`src/rtl/la_vdemux8_pipe.sv`:
```
// One-hot, registered 8-lane demultiplexer with valid/ready flow control.
// A single holding entry steers each accepted word to one lane; illegal selects are counted and dropped.
module la_vdemux8_pipe #(
  parameter int N    = 1,
  parameter     PROP = "DEFAULT"
) (
  input  logic         clk,
  input  logic         nreset,
  input  logic         in_valid,
  output logic         in_ready,
  input  logic [7:0]   in_sel,
  input  logic [N-1:0] in,
  output logic [7:0]   out_valid,
  input  logic [7:0]   out_ready,
  output logic [N-1:0] out7,
  output logic [N-1:0] out6,
  output logic [N-1:0] out5,
  output logic [N-1:0] out4,
  output logic [N-1:0] out3,
  output logic [N-1:0] out2,
  output logic [N-1:0] out1,
  output logic [N-1:0] out0,
  output logic         err,
  output logic [7:0]   err_count
);

  typedef enum logic {EMPTY = 1'b0, FULL = 1'b1} state_t;

  state_t         state_q, state_d;
  logic [7:0]     sel_q, sel_d;
  logic [N-1:0]   data_q, data_d;
  logic           err_q, err_d;
  logic [7:0]     cnt_q, cnt_d;
  logic           drain, accept, legal;

  function automatic logic is_onehot(input logic [7:0] s);
    return (s != 8'd0) && ((s & (s - 8'd1)) == 8'd0);
  endfunction

  function automatic logic [7:0] sat_inc(input logic [7:0] v);
    return (v == 8'hFF) ? v : v + 8'd1;
  endfunction

  always_ff @(posedge clk or negedge nreset) begin
    if (!nreset) begin
      state_q <= EMPTY;
      sel_q   <= '0;
      data_q  <= '0;
      err_q   <= 1'b0;
      cnt_q   <= '0;
    end else begin
      state_q <= state_d;
      sel_q   <= sel_d;
      data_q  <= data_d;
      err_q   <= err_d;
      cnt_q   <= cnt_d;
    end
  end

  // in_ready depends only on held state and out_ready, never on the source side.
  always_comb begin
    state_d = state_q;
    sel_d   = sel_q;
    data_d  = data_q;
    err_d   = 1'b0;
    cnt_d   = cnt_q;
    drain   = (state_q == FULL) && ((sel_q & out_ready) != 8'd0);
    in_ready = (state_q == EMPTY) || drain;
    legal   = is_onehot(in_sel);
    accept  = in_valid && in_ready;

    if (accept && legal) begin
      state_d = FULL;
      sel_d   = in_sel;
      data_d  = in;
    end else begin
      if (drain) state_d = EMPTY;
      if (accept) begin
        err_d = 1'b1;
        cnt_d = sat_inc(cnt_q);
      end
    end
  end

  assign out_valid = {8{state_q == FULL}} & sel_q;
  assign out0      = {N{out_valid[0]}} & data_q;
  assign out1      = {N{out_valid[1]}} & data_q;
  assign out2      = {N{out_valid[2]}} & data_q;
  assign out3      = {N{out_valid[3]}} & data_q;
  assign out4      = {N{out_valid[4]}} & data_q;
  assign out5      = {N{out_valid[5]}} & data_q;
  assign out6      = {N{out_valid[6]}} & data_q;
  assign out7      = {N{out_valid[7]}} & data_q;
  assign err       = err_q;
  assign err_count = cnt_q;

endmodule

```
`config.mk`:
```
export PLATFORM = sky130hd
export DESIGN_NAME = la_vdemux8_pipe
export DESIGN_NICKNAME = d
export VERILOG_FILES = /design/src/rtl/la_vdemux8_pipe.sv
export SDC_FILE = /design/constraint.sdc
export NUM_CORES = 1
export LEC_CHECK = 0
export ABC_AREA = 1
export BUFFER_PORTS_ARGS = -buffer_cell sky130_fd_sc_hd__buf_2
export CAP_MARGIN = 10
export CORE_MARGIN = 2
export CORE_UTILIZATION = 45
export DETAILED_ROUTE_END_ITERATION = 16
export PLACE_DENSITY_LB_ADDON = 0.12
export SETUP_SLACK_MARGIN = 0.5
export SYNTH_ARGS = -nofsm -noshare
export SYNTH_HDL_FRONTEND = slang
export SYNTH_SLANG_ARGS = --single-unit
```
`constraint.sdc`:
```
create_clock -name clk -period 1.6 [get_ports clk]
set_input_delay 0.32 -clock clk [delete_from_list [all_inputs] [get_ports clk]]
set_output_delay 0.32 -clock clk [all_outputs]
set_load 0.005 [all_outputs]
```
==> impl_metrics.ini <==
[outcome]
status = complete, no violations

[critical_path]
path_max_fanout = 2
r2r-start = sel_q[7]
crit_path_start = sel_q[7]
cp_slowest_stage_delay_ns = 0.42
cp_cell_sequence = nand2_1, nand3_2, nor2_4, nand2_2, buf_6
cp_slowest_cell = dfrtp_1
path_class = flop to output port
critPathCaptureType = output port
rrSetupSlack_ns = 0.11
regToRegEndpoint = err_count[5]
crit_path_start_kind = flop
critPathRequiredTime_ns = 1.28
reg2regPathDepth = 9
arrival_ns = 1.21
crit_end = in_ready

[yosys]
async_reset_ff_share_pct = 100.0
synth_fp_nets = 194
synth-main-ff-cell = dfrtp_1
synthCells = 173
ys_warn_count = 0
avgSynthCellArea_um2 = 6.878
yosysTopAreaCellShare_pct = 39.96
ys_types = 19
synth_top_area_cell = dfrtp_1
seq_area_frac_synth_pct = 39.96
synth_most_common_cell = nand2_1
yosys_register_bits = 19
synth_edf_count = 0
synth_area_leaders = dfrtp_1 (40%), nand2_1 (22%), inv_1 (6.9%)
syn_area_um2 = 1190
synth_common_cells = nand2_1 (69), inv_1 (22), dfrtp_1 (19), nor2_1 (18), nand3_1 (15)

[clock_tree]
cts_sinks = 19
h-tree-depth = 1
path_clk_slew_ns = 0.11
cts_tree = done
cts_made_buffers = 3
clock-root-buffer = clkbuf_4
cts_buffer_depth = 2
insertion_delay_ns = 0.29

[detailed_routing]
drt-initial-drc-count = 53
drc = 0
avgViaCountPerCell = 4.917
vias = 1303
dr.pass1.iters = 4
wl_per_cell_um = 11.35
routed_wl_um = 3008
final_antenna_net_count = 0

[die]
die_width_um = 55.42
num_io_pins = 46
rows = 18
initial_core_util_pct = 47.60
core_um2 = 2500
dieArea_um2 = 3071
die_y_um = 55.42

[cells_and_area]
fin_util_pct = 66.92
n_antenna_cell = 0
stdcell_count = 265
design_area_um2 = 1673
area_growth_pct = 40.59
final.fill_count = 221
fin_nets = 257
final_layout_size_suffix_gt1_share_pct = 38.30

[global_routing]
grtUsageTotal_pct = 20.56
grt_pass1_wl_um = 5216
antenna_found_initial = 0
grt_pass1_vias = 1238
grt_max_degree = 21
overflow = 0

[timing]
period_share_pct = 95.71
final.setup.tns_ns = 0
setup_viol = 0
clock_skew_ns = 0.001357
rsz0062_at_grt = yes
finalWorstSetupSlack_ns = 0.06864
whs_ns = 0.2645
timing.final.max_slew_violations = 0
fin_crit_ns = 1.531
slew_headroom_pct = 71.77
finalHoldViolCount = 0
max_freq_mhz = 653.0
max_slew.worst_pin.slew_ns = 0.4235

[job]
max_cap_viol_count = 0

[placement]
place_worst_setup_slack_ns = 0.05505
post-place-cells = 245
placed_area_um2 = 1480
dp_hpwl_um = 2108
port_buffers = 45
gp_congestion = 0.8560

[power]
ir_drop_mv = 0.6883
p_leak_nw = 1.037
power.density_nw_per_um2 = 831.5
finalPower_mw = 1.391

[hold_path]
min_path_type = primary input to flop
min_from = in
-- cells by family after synthesis --
kind of cell / share of synthesized area (%)
and+or+nand+nor: 43.95
xor gates and xnor gates: 2.945
AOI/OAI and AO/OA: 1.577
adders and majority gates: 1.051
DFF: 39.96
buffers and inverters: 10.51
-- layout make-up --
type / instances / area (um2) / area share (%)
multi-input combinational: 127 / 668.1 / 39.94
sequential: 19 / 479.2 / 28.65
timing repair buffer: 62 / 374.1 / 22.36
inverter: 23 / 87.58 / 5.236
tap: 30 / 37.54 / 2.244
clock buffer: 4 / 26.28 / 1.571
-- worst min-delay path by stage --
stage | endpoint | slack (ns) | cells past startpoint
5_1_grt | data_q | 0.26 | 3
3_5_place_dp | err_count[5] | 0.28 | 1
4_1_cts | data_q | 0.27 | 3
3_3_place_gp | err_count[5] | 0.27 | 1
6_report | data_q | 0.26 | 3
2_1_floorplan | data_q | 0.02 | 0
-- cell usage in the layout (no fill, tap or decap) --
master / count
nand3_2: 4
inv_1: 20
nor2_1: 16
nor2_2: 3
xnor2_1: 1
nand2_8: 1
buf_12: 1
nand2_1: 64
inv_2: 2
dfrtp_1: 16
nand3b_1: 2
clkinv_2: 1
nand3_1: 11
xor2_1: 3
clkbuf_1: 1
buf_4: 15
nand4_1: 8
buf_2: 44
dlygate4sd3_1: 1
o21ai_0: 2
dfrtp_2: 3
ha_2: 1
nand2_4: 1
nand2_2: 5
nand3_4: 2
a21oi_2: 1
buf_6: 1
nor2_4: 2
clkbuf_4: 3
-- flip-flops by register name, indices dropped and copies added (netlist names) --
signal / count
state_q: 1
err_count: 8
data_q: 1
sel_q: 8
err: 1
-- critical path: cells and delay by family, from the launching register on --
kind                   cells  cell delay [ns]
DFF                        1             0.42
and+or+nand+nor            4             0.39
buffers and inverters      1             0.11
-- report_power, final --
part / internal (mW) / switching, mW
logic: 0.238 / 0.253
registers: 0.571 / 0.0860
clock network: 0.0969 / 0.146
total: 0.906 / 0.485
-- per-layer routing --
layer | share of wire (%) | track usage [%] | wire (um)
met1 | 46 | 27.31 | 1395
met2 | 47 | 35.54 | 1401
met3 | 6.1 | 3.044 | 182
met4 | 0.93 | 4.181 | 28
met5 | 0 | 0 | 0
-- what timing repair did --
| item | 4_1_cts | 5_1_grt |
|---|---|---|
| pin swaps | 3 | 4 |
| endpoints found under the setup margin | 45 | 45 |
| buffers inserted | 13 | 2 |
| hold endpoints to repair | 19 | 0 |
| resized for setup | 8 | 6 |
| hold buffers | 1 | 0 |
Power figures use the tool's default switching activity.
